**config.mk**
```make
export PLATFORM = sky130hd
export DESIGN_NAME = hazard_unit
export DESIGN_NICKNAME = d
export VERILOG_FILES = /design/src/rtl/hazard_unit.sv
export SDC_FILE = /design/constraint.sdc
export NUM_CORES = 1
export LEC_CHECK = 0
export CORE_MARGIN = 4
export CORE_UTILIZATION = 52
export CTS_CLUSTER_SIZE = 25
export DETAILED_ROUTE_END_ITERATION = 8
export GPL_ROUTABILITY_DRIVEN = 0
export PLACE_DENSITY = 0.89
export SYNTH_ARGS = -nofsm -noshare
export SYNTH_HDL_FRONTEND = slang
export SYNTH_SLANG_ARGS = --single-unit
```
**constraint.sdc**
```tcl
create_clock -name clock -period 5.4 [get_ports clock]
set_clock_uncertainty 0.2 [all_clocks]
set_input_delay 1.08 -clock clock [delete_from_list [all_inputs] [get_ports clock]]
set_output_delay 1.08 -clock clock [all_outputs]
set_load 0.02 [all_outputs]
```
**src/rtl/hazard_unit.sv**
```systemverilog
// hazard_unit: load-use stall, branch flush and registered bypass selects
// for a 5-stage pipeline. A shadow of the X and M destinations is kept in
// step with the real pipeline and frozen whenever data memory is busy.
module hazard_unit #(
  parameter int REG_ADDR_W = 5,
  parameter int CNT_W      = 16
) (
  input  logic                  clock,
  input  logic                  reset_n,
  input  logic                  d_valid,
  input  logic [REG_ADDR_W-1:0] d_rs,
  input  logic [REG_ADDR_W-1:0] d_rt,
  input  logic                  d_uses_rs,
  input  logic                  d_uses_rt,
  input  logic [REG_ADDR_W-1:0] d_rd,
  input  logic                  d_rwe,
  input  logic                  d_is_load,
  input  logic                  d_is_store,
  input  logic                  do_branch,
  input  logic                  mem_busy,
  output logic                  issue,
  output logic                  stall,
  output logic                  flush_fd,
  output logic [1:0]            fwd_a,
  output logic [1:0]            fwd_b,
  output logic                  fwd_wm,
  output logic [CNT_W-1:0]      stall_count
);

  // Producer view of one in-flight instruction.
  typedef struct packed {
    logic                  valid;
    logic [REG_ADDR_W-1:0] rd;
    logic                  rwe;
  } shadow_t;

  localparam logic [1:0] SEL_RF = 2'b00;
  localparam logic [1:0] SEL_MX = 2'b01;
  localparam logic [1:0] SEL_WX = 2'b10;

  // The W-stage entry never selects a bypass (the register file writes in W
  // before D reads), so only the X and M producers are tracked. The load
  // flag matters only while the instruction sits in X.
  shadow_t          x_q, x_d;
  shadow_t          m_q;
  logic             x_ld_q, x_ld_d;
  logic [1:0]       fwd_a_q, fwd_a_d;
  logic [1:0]       fwd_b_q, fwd_b_d;
  logic             fwd_wm_q, fwd_wm_d;
  logic [CNT_W-1:0] cnt_q, cnt_d;
  logic             lu;

  // True when stage s will write register r; r0 is never a real producer.
  function automatic logic prod(input shadow_t s, input logic [REG_ADDR_W-1:0] r);
    return s.valid & s.rwe & (s.rd == r) & (r != '0);
  endfunction

  // Youngest producer wins: MX before WX.
  function automatic logic [1:0] pick(input logic hit_x, input logic hit_m);
    if (hit_x)      return SEL_MX;
    else if (hit_m) return SEL_WX;
    else            return SEL_RF;
  endfunction

  function automatic logic [CNT_W-1:0] sat_inc(input logic [CNT_W-1:0] v);
    return (v == '1) ? v : v + 1'b1;
  endfunction

  // Same-cycle hazard detection; store data (rt) is exempt because WM covers it.
  always_comb begin
    lu       = d_valid & x_ld_q &
               ((d_uses_rs & prod(x_q, d_rs)) |
                (d_uses_rt & prod(x_q, d_rt) & ~d_is_store));
    stall    = lu & ~do_branch & reset_n;
    flush_fd = do_branch & reset_n;
    issue    = d_valid & ~lu & ~do_branch & ~mem_busy & reset_n;
  end

  // Next shadow entry and the selects that travel with it into D/X.
  always_comb begin
    x_d      = '0;
    x_ld_d   = 1'b0;
    fwd_a_d  = SEL_RF;
    fwd_b_d  = SEL_RF;
    fwd_wm_d = 1'b0;
    cnt_d    = cnt_q;
    if (issue) begin
      x_d.valid = 1'b1;
      x_d.rd    = d_rd;
      x_d.rwe   = d_rwe;
      x_ld_d    = d_is_load;
      fwd_wm_d  = d_is_store & x_ld_q & prod(x_q, d_rt);
      if (d_uses_rs)
        fwd_a_d = pick(prod(x_q, d_rs), prod(m_q, d_rs));
      if (d_uses_rt && !fwd_wm_d)
        fwd_b_d = pick(prod(x_q, d_rt), prod(m_q, d_rt));
    end
    if (stall)
      cnt_d = sat_inc(cnt_q);
  end

  // Advance the shadow and selects unless memory is busy; reset clears all.
  always_ff @(posedge clock) begin
    if (!reset_n) begin
      x_q      <= '0;
      x_ld_q   <= 1'b0;
      m_q      <= '0;
      fwd_a_q  <= SEL_RF;
      fwd_b_q  <= SEL_RF;
      fwd_wm_q <= 1'b0;
      cnt_q    <= '0;
    end else if (!mem_busy) begin
      x_q      <= x_d;
      x_ld_q   <= x_ld_d;
      m_q      <= x_q;
      fwd_a_q  <= fwd_a_d;
      fwd_b_q  <= fwd_b_d;
      fwd_wm_q <= fwd_wm_d;
      cnt_q    <= cnt_d;
    end
  end

  assign fwd_a       = fwd_a_q;
  assign fwd_b       = fwd_b_q;
  assign fwd_wm      = fwd_wm_q;
  assign stall_count = cnt_q;

endmodule
```
==> impl_metrics.env, run 1 <==
export IMPL_outcome="finished, final reports clean"
export IMPL_cp_arrival_ps=3780
export IMPL_die_x_um=67.4
export IMPL_critPathMaxStageDelay_ps=650
export IMPL_dp_cells=293
export IMPL_first_pass_iters=4
export IMPL_layout_nets=280
export IMPL_crit_slowest_cell="clkdlybuf4s50_1"
export IMPL_finalWirelength_mm=4.68
export IMPL_drt_first_iter_violations=99
export IMPL_vias_per_cell=5.74
export IMPL_multiInputGateArea_um2=1080
export IMPL_grtUsageTotal_pct=22.4
export IMPL_ant_nets=0
export IMPL_ctsResizeCount=0
export IMPL_period_needed_ps=5060
export IMPL_max_freq_mhz=198
export IMPL_slew_headroom_pct=62.2
export IMPL_start_kind="input pin"
export IMPL_p_switching_uw=120
export IMPL_worst_slew_pin_transition_ps=564
export IMPL_grt_overflow=0
export IMPL_dp_hpwl_mm=3.53
export IMPL_final_max_slew_viol_count=0
export IMPL_grtUsageMet2_pct=34.4
export IMPL_root_buffer="clkbuf_4"
export IMPL_drive_above_1_share_pct=8.63
export IMPL_power_density_nw_per_um2=242
export IMPL_die_area_um2=4540
export IMPL_switching_share_pct=19.8
export IMPL_place_ws_ps=381
export IMPL_synth_warnings=0
export IMPL_rows=21
export IMPL_grt_max_degree=19
export IMPL_min_delay_path_depth=1
export IMPL_grt_pass1_wl_mm=7.61
export IMPL_clockBufferDepth=2
export IMPL_worstSetupStartpoint="d_rt[0]"
export IMPL_numCtsBuffers=5
export IMPL_finalInstanceArea_um2=2510
export IMPL_reg2regPathDepth=7
export IMPL_syn_to_final_growth_pct=37.1
export IMPL_n_antenna_cell=0
export IMPL_busiest_layer="met2"
export IMPL_synth_edff_count=0
export IMPL_vias=1728
export IMPL_cts_sinks=36
export IMPL_met1_usage_pct=31.0
export IMPL_design_core_area_um2=3360
export IMPL_critPathCaptureType="primary output"
export IMPL_clkLatencyLatePin_ps=350
export IMPL_async_flop_share_pct=0
export IMPL_syn_nets=226
export IMPL_cts_hold_buf=0
export IMPL_cts_tree="done"
export IMPL_setup_tns_ps=0
export IMPL_postSynthCellCount=200
export IMPL_pwr_share_clk_pct=47.0
export IMPL_place_area_um2=2380
export IMPL_instances_no_fill=301
export IMPL_ff2ff_setup_slack_ps=2760
export IMPL_worstPathCellList="clkdlybuf4s50_1 > xor2_1 > or4_4 > nor4_4 > nor2_1 > nor3b_1 > clkdlybuf4s50_1"
export IMPL_start_util_pct=54.5
export IMPL_reg2reg_from="x_q[1]"
export IMPL_hold_end="fwd_b[1]"
export IMPL_regToRegEndpoint="x_q[4]"
export IMPL_portBuffers=48
export IMPL_timing_final_crit_share_pct=93.7
export IMPL_synth_avg_cell_area_um2=9.17
export IMPL_max_vdd_ir_drop_v=0.000234
export IMPL_p_seq_share_pct=44.6
export IMPL_cap_violations=0
export IMPL_io_pins=49
export IMPL_clk_pin_slew_ps=110
export IMPL_postLayoutSetupSlackWorst_ps=340
export IMPL_wl_per_cell_um=15.5
export IMPL_power_internal_uw=487
export IMPL_drc_errors=0
export IMPL_combPwrFrac_pct=8.4
export IMPL_required_ps=4120
export IMPL_rsz0062_at_grt="no"
export IMPL_cts_max_level=2
export IMPL_worstHoldPathType="reg2reg"
export IMPL_mappedNetlistArea_um2=1830
export IMPL_setup_violations=0
export IMPL_fill_cells=271
export IMPL_cp_max_fo=8
export IMPL_crit_top_cell="clkdlybuf4s50_1"
export IMPL_regArea_um2=721
export IMPL_antenna_found_initial=0
export IMPL_hold_start="fwd_b[1]"
export IMPL_grt_pass1_vias=1640
export IMPL_die_h_um=67.4
export IMPL_ys_types=41
export IMPL_seq_area_frac_synth_pct=39.3
export IMPL_ys_flop_type="dfxtp_1"
export IMPL_grt_util_met3_pct=5.49
export IMPL_hold_viol_final=0
export IMPL_ys_ff_latch=36
export IMPL_crit_type="in2out"
export IMPL_p_leak_nw=0.909
export IMPL_postCtsSetupBuffers=0
placed cells by master (no fill, tap or decap), drive strengths merged, types with 2 or more instances in the layout:
master and count:
or2 2, o211ai 4, a31oi 2, nor4 2, clkbuf 5, clkdlybuf4s50 48, and3 5, nor3 8
o21ai 8, dfxtp 36, nor2 18, buf 5, or3 5, o31ai 2, bufinv 3, a22o 11
nand2 11, nand4 2, xnor2 12, mux2i 11, a21oi 6, or4 4, o2111ai 4, nand3 12
and2 3, xor2 12, nand2b 2, o21a 2
how the worst max path moves through the flow:
stage / to / slack (ps) / depth (start not counted)
2_1_floorplan: stall / 1320 / 5
3_3_place_gp: stall / 420 / 7
3_5_place_dp: stall / 380 / 7
4_1_cts: stall / 360 / 7
5_1_grt: stall / 230 / 7
6_report: stall / 340 / 7
routing by layer:
| metal | vias up | wire (um) |
|---|---|---|
| met3 | 9 | 261 |
| met2 | 64 | 2190 |
| met4 | 0 | 68 |
| met5 | - | 0 |
| met1 | 810 | 2160 |
| li1 | 845 | - |
critical path, delay by kind of cell:
kind,cells,cell delay (ps)
xor+xnor,1,170
simple gates,4,1390
buf+inv,2,1130
power by group through the flow:
| stage | logic (mW) | registers [mW] | clock network [mW] |
|---|---|---|---|
| final | 0.0511 | 0.271 | 0.285 |
| after global routing | 0.0545 | 0.271 | 0.301 |
| after CTS | 0.0509 | 0.271 | 0.287 |
| after detailed placement | 0.0506 | 0.277 | 0 |
| after global placement | 0.0493 | 0.277 | 0 |
| after floorplan | 0.0224 | 0.276 | 0 |
registers in the layout (all words and copies together), names as in the netlist:
register,count
stall_count,16
x_ld_q,1
fwd_wm,1
fwd_b,2
fwd_a,2
x_q,7
m_q,7
cells in the mapped netlist, types with 2 or more instances:
| cell | count | share of area (%) |
|---|---|---|
| a21oi_1 | 5 | 1.4 |
| a22o_1 | 11 | 5.3 |
| a31oi_1 | 2 | 0.68 |
| and2_1 | 3 | 1.0 |
| and3_1 | 5 | 1.7 |
| clkbuf_1 | 5 | 1.0 |
| dfxtp_1 | 36 | 39 |
| mux2i_1 | 11 | 6.0 |
| nand2_1 | 11 | 2.3 |
| nand2b_1 | 2 | 0.68 |
| nand3_1 | 12 | 3.3 |
| nand4_1 | 2 | 0.68 |
| nor2_1 | 18 | 3.7 |
| nor3_1 | 8 | 2.2 |
| o2111ai_1 | 3 | 1.4 |
| o211ai_1 | 3 | 1.2 |
| o21a_1 | 2 | 0.82 |
| o21ai_0 | 8 | 2.2 |
| o31ai_1 | 2 | 0.82 |
| or2_2 | 2 | 0.68 |
| or3_1 | 5 | 1.7 |
| or4_1 | 3 | 1.2 |
| xnor2_1 | 12 | 5.7 |
| xor2_1 | 12 | 5.7 |
through the flow:
| stage | power [mW] | hold WS, ps | utilization (%) |
|---|---|---|---|
| floorplan | 0.298 | 264 | - |
| global placement | 0.326 | 254 | 70.9 |
| detailed placement | 0.327 | 266 | 70.9 |
| CTS | 0.609 | 293 | 74.7 |
| global route | 0.627 | 303 | 74.7 |
| finish | 0.607 | 291 | 74.7 |
logic make-up after synthesis:
| logic type | count (synthesis) | synth area share, % |
|---|---|---|
| xor gates and xnor gates | 24 | 11.5 |
| adders and majority gates | 1 | 0.682 |
| muxes | 11 | 6.01 |
| buffers and inverters | 8 | 1.71 |
| AOI/OAI and AO/OA | 42 | 17.6 |
| DFF | 36 | 39.3 |
| and+or+nand+nor | 78 | 23.2 |
final cells by class:
class | count | area share, %
Inverter | 2 | 0.299
Multi-Input combinational cell | 156 | 43.0
Clock buffer | 5 | 1.49
Clock inverter | 3 | 3.59
Sequential cell | 36 | 28.7
Tap cell | 46 | 2.29
Timing Repair Buffer | 53 | 20.6
Power figures use the tool's default switching activity.
==> inputs of run 2 (changes only) <==
--- a/config.mk
+++ b/config.mk
@@ -10,7 +10,7 @@
 export CTS_CLUSTER_SIZE = 25
 export DETAILED_ROUTE_END_ITERATION = 8
 export GPL_ROUTABILITY_DRIVEN = 0
-export PLACE_DENSITY = 0.89
+export PLACE_DENSITY = 0.93
 export SYNTH_ARGS = -nofsm -noshare
 export SYNTH_HDL_FRONTEND = slang
 export SYNTH_SLANG_ARGS = --single-unit
==> constraint.sdc (replaced) <==
create_clock -name clock -period 6.2 [get_ports clock]
set_clock_uncertainty 0.2 [all_clocks]
set_input_delay 1.24 -clock clock [delete_from_list [all_inputs] [get_ports clock]]
set_output_delay 1.24 -clock clock [all_outputs]
set_load 0.02 [all_outputs]
==> impl_metrics.env, run 2 (same netlist as run 1, synthesis figures left out) <==
export IMPL_vias=1743
export IMPL_fin_hold_ws_ps=297
export IMPL_grt_pass1_wl_mm=7.83
export IMPL_root_buffer="clkbuf_4"
export IMPL_most_common_layout_cells="clkdlybuf4s50_1, dfxtp_1, nor2_1"
export IMPL_min_delay_path_depth=1
export IMPL_cp_arrival_ps=4180
export IMPL_regArea_um2=721
export IMPL_place_ws_ps=600
export IMPL_wl_per_cell_um=16.2
export IMPL_hold_viol_final=0
export IMPL_largest_reg_flops=16
export IMPL_reg2reg_from="x_q[2]"
export IMPL_cts_max_level=2
export IMPL_drc_errors=0
export IMPL_grtUsageTotal_pct=23.1
export IMPL_power_density_nw_per_um2=183
export IMPL_met1_usage_pct=29.1
export IMPL_timing_final_crit_share_pct=90.6
export IMPL_layout_commonest_cell="clkdlybuf4s50_1"
export IMPL_instances_no_fill=296
export IMPL_finalWirelength_mm=4.79
export IMPL_ant_nets=0
export IMPL_antenna_found_initial=0
export IMPL_required_ps=4760
export IMPL_clk_pin_slew_ps=110
export IMPL_design_core_area_um2=3360
export IMPL_regToRegEndpoint="stall_count[10]"
export IMPL_dp_cells=288
export IMPL_setup_violations=0
export IMPL_worst_slew_pin_transition_ps=1010
export IMPL_start_kind="input pin"
export IMPL_busiest_layer="met2"
export IMPL_io_pins=49
export IMPL_period_needed_ps=5620
export IMPL_rows=21
export IMPL_critPathCaptureType="primary output"
export IMPL_postCtsSetupBuffers=0
export IMPL_ctsResizeCount=0
export IMPL_hold_end="fwd_a[1]"
export IMPL_first_pass_iters=4
export IMPL_grt_max_degree=19
export IMPL_max_vdd_ir_drop_v=0.000132
export IMPL_finalInstanceArea_um2=2430
export IMPL_crit_type="in2out"
export IMPL_fill_cells=284
export IMPL_postLayoutSetupSlackWorst_ps=583
export IMPL_portBuffers=48
export IMPL_drt_first_iter_violations=149
export IMPL_place_area_um2=2350
export IMPL_dp_hpwl_mm=3.62
export IMPL_cts_sinks=36
export IMPL_clockBufferDepth=2
export IMPL_p_leak_nw=0.859
export IMPL_start_util_pct=54.5
export IMPL_finalPower_uw=444
export IMPL_hold_start="fwd_a[1]"
export IMPL_n_antenna_cell=0
export IMPL_drive_above_1_share_pct=6.80
export IMPL_die_h_um=67.4
export IMPL_die_x_um=67.4
export IMPL_slew_headroom_pct=32.0
export IMPL_final_max_slew_viol_count=0
export IMPL_grt_pass1_vias=1661
export IMPL_reg2regPathDepth=6
export IMPL_grt_overflow=0
export IMPL_worstHoldPathType="reg2reg"
export IMPL_ff2ff_setup_slack_ps=3500
export IMPL_cap_violations=0
export IMPL_syn_to_final_growth_pct=32.4
export IMPL_cts_hold_buf=0
export IMPL_layout_nets=275
export IMPL_max_freq_mhz=178
export IMPL_die_area_um2=4540
export IMPL_clkLatencyLatePin_ps=340
export IMPL_numCtsBuffers=5
export IMPL_final_util_pct=72.2
export IMPL_grtUsageMet2_pct=38.0
export IMPL_setup_tns_ps=0
export IMPL_grt_util_met3_pct=4.83
export IMPL_multiInputGateArea_um2=1080
export IMPL_outcome="finished, final reports clean"
export IMPL_rsz0062_at_grt="no"
export IMPL_vias_per_cell=5.89
export IMPL_cts_tree="done"
export IMPL_cp_max_fo=9
## run 2: cell count changes in the layout (fill, tap and decap cells not counted), sizes merged
cell | before | now
buf | 5 | 0
bufinv | 3 | 1
clkinvlp | 0 | 1
clkinv | 1 | 2
## run 2: layer usage
metal | vias up | routed length, um | share of wire [%]
met5 | - | 0 | 0
met4 | 0 | 102 | 2.1
met3 | 10 | 326 | 6.8
met2 | 83 | 2320 | 48
met1 | 815 | 2040 | 43
li1 | 835 | - | -
## run 2: report_power, final
group / switching (mW) / total (mW) / internal (mW) / leakage, nW
combinational: 0.0195 / 0.0429 / 0.0234 / 0.528
sequential: 0.00282 / 0.236 / 0.233 / 0.290
clock: 0.0810 / 0.165 / 0.0840 / 0.0412
## run 2: worst max-delay path by stage
stage               startpoint     to  cells past startpoint
detailed placement     d_rt[1]  issue                      7
global placement       d_rt[1]  issue                      7
finish                 d_rt[1]  issue                      7
CTS                    d_rt[1]  issue                      7
global route           d_rt[1]  issue                      7
floorplan              d_rt[0]  stall                      5
## run 2: critical path: stages
cell	delay [ps]
clkdlybuf4s50_1	470
or4_1	560
o21ai_0	470
nor4_4	130
or2_2	350
a21oi_4	280
clkdlybuf4s50_1	660
## run 2: final cells by class
type / instances / share of cell area [%]
inverters: 2 / 0.309
well taps: 46 / 2.37
multi-input cells: 156 / 44.5
repair buffers: 48 / 19.8
clock inverters: 3 / 1.75
clock buffers: 5 / 1.55
flip-flops and latches: 36 / 29.7
==> inputs of run 3 (changes only) <==
--- a/config.mk
+++ b/config.mk
@@ -5,12 +5,13 @@
 export SDC_FILE = /design/constraint.sdc
 export NUM_CORES = 1
 export LEC_CHECK = 0
-export CORE_MARGIN = 4
+export CORE_MARGIN = 1.5
 export CORE_UTILIZATION = 52
 export CTS_CLUSTER_SIZE = 25
 export DETAILED_ROUTE_END_ITERATION = 8
 export GPL_ROUTABILITY_DRIVEN = 0
 export PLACE_DENSITY = 0.93
+export REMOVE_ABC_BUFFERS = 1
 export SYNTH_ARGS = -nofsm -noshare
 export SYNTH_HDL_FRONTEND = slang
 export SYNTH_SLANG_ARGS = --single-unit
==> impl_metrics.env, run 3 (same netlist as run 1, synthesis figures left out) <==
export IMPL_fill_cells=252
export IMPL_max_vdd_ir_drop_v=0.000242
export IMPL_grt_overflow=0
export IMPL_grt_max_degree=19
export IMPL_root_buffer="clkbuf_4"
export IMPL_cts_max_level=2
export IMPL_finalWirelength_mm=4.84
export IMPL_vias_per_cell=5.85
export IMPL_final_util_pct=73.6
export IMPL_io_pins=49
export IMPL_pwr_share_clk_pct=47.1
export IMPL_antenna_found_initial=0
export IMPL_drive_above_1_share_pct=6.80
export IMPL_slew_headroom_pct=15.7
export IMPL_most_common_layout_cells="clkdlybuf4s50_1, dfxtp_1, nor2_1"
export IMPL_clk_pin_slew_ps=110
export IMPL_p_seq_share_pct=44.7
export IMPL_n_antenna_cell=0
export IMPL_p_switching_uw=105
export IMPL_rsz0062_at_grt="no"
export IMPL_hold_viol_final=0
export IMPL_design_core_area_um2=3360
export IMPL_crit_type="in2out"
export IMPL_drc_errors=0
export IMPL_ant_nets=0
export IMPL_grt_pass1_vias=1691
export IMPL_ctsResizeCount=0
export IMPL_grtUsageTotal_pct=25.9
export IMPL_first_pass_iters=4
export IMPL_cap_violations=0
export IMPL_worst_slew_pin_transition_ps=1250
export IMPL_critPathCaptureType="primary output"
export IMPL_start_util_pct=54.5
export IMPL_worstHoldPathType="reg2reg"
export IMPL_cts_hold_buf=0
export IMPL_cp_max_fo=9
export IMPL_p_leak_nw=0.884
export IMPL_wl_per_cell_um=16.4
export IMPL_cts_tree="done"
export IMPL_die_x_um=62.4
export IMPL_syn_to_final_growth_pct=35.0
export IMPL_drt_first_iter_violations=184
export IMPL_postCtsSetupBuffers=0
export IMPL_die_h_um=62.4
export IMPL_largest_reg_flops=16
export IMPL_layout_nets=275
export IMPL_die_area_um2=3890
export IMPL_period_needed_ps=5690
export IMPL_combPwrFrac_pct=8.2
export IMPL_portBuffers=48
export IMPL_numCtsBuffers=5
export IMPL_vias=1733
export IMPL_clockBufferDepth=2
export IMPL_timing_final_crit_share_pct=91.9
export IMPL_required_ps=4760
export IMPL_setup_tns_ps=0
export IMPL_final_max_slew_viol_count=0
export IMPL_power_density_nw_per_um2=213
export IMPL_setup_violations=0
export IMPL_grt_pass1_wl_mm=7.95
export IMPL_max_freq_mhz=176
export IMPL_cts_sinks=36
export IMPL_power_internal_uw=423
export IMPL_clkLatencyLatePin_ps=360
export IMPL_rows=21
export IMPL_start_kind="input pin"
export IMPL_outcome="finished, final reports clean"
export IMPL_cp_arrival_ps=4250
export IMPL_layout_commonest_cell="clkdlybuf4s50_1"
export IMPL_switching_share_pct=19.9
export IMPL_dp_hpwl_mm=3.57
[run 3: metrics by stage]
stage	cells	worst slack, ps	hold slack, ps	power, mW	instance area (um2)
2_1_floorplan	194	1800	263	0.257	1810
5_1_grt	296	356	330	0.543	2470
3_3_place_gp	288	686	241	0.282	2350
3_5_place_dp	288	551	258	0.284	2350
4_1_cts	296	502	289	0.526	2470
6_report	296	505	284	0.527	2470
[run 3: final timing paths]
| check | to | from | slack, ps | cells past startpoint |
|---|---|---|---|---|
| worst min register to register | fwd_wm | fwd_wm | 280 | 2 |
| worst max register to register | stall_count[11] | x_q[2] | 3270 | 6 |
| worst max-delay path | issue | d_rt[1] | 510 | 7 |
| worst min-delay path | fwd_wm | fwd_wm | 280 | 2 |
[run 3: worst max-delay path, stage by stage]
cell and delay, ps:
clkdlybuf4s50_1 480, or4_1 570, o21ai_0 490, nor4_4 140
or2_2 350, a21oi_4 300, clkdlybuf4s50_1 660
[run 3: layer usage]
metal / track usage, % / vias up / wire length [um]
met1: 32.6 / 818 / 2070
met5: 0 / - / 0
met2: 41.7 / 64 / 2390
met3: 6.31 / 16 / 242
li1: - / 835 / -
met4: 12.5 / 0 / 138
[run 3: power groups by stage]
| stage | Combinational [mW] | Clock, mW | Sequential (mW) |
|---|---|---|---|
| after floorplan | 0.0169 | 0 | 0.240 |
| after global placement | 0.0411 | 0 | 0.241 |
| after detailed placement | 0.0426 | 0 | 0.241 |
| after CTS | 0.0432 | 0.247 | 0.236 |
| after global routing | 0.0463 | 0.260 | 0.236 |
| final | 0.0433 | 0.248 | 0.236 |
[run 3: cell type report]
cell class,count,area [um2],area share (%)
sequential,36,721,29.1
tap,46,57.6,2.33
clock inverter,3,90.1,3.64
multi-input combinational,156,1080,43.7
timing repair buffer,48,480,19.4
inverter,2,7.51,0.303
clock buffer,5,37.5,1.52
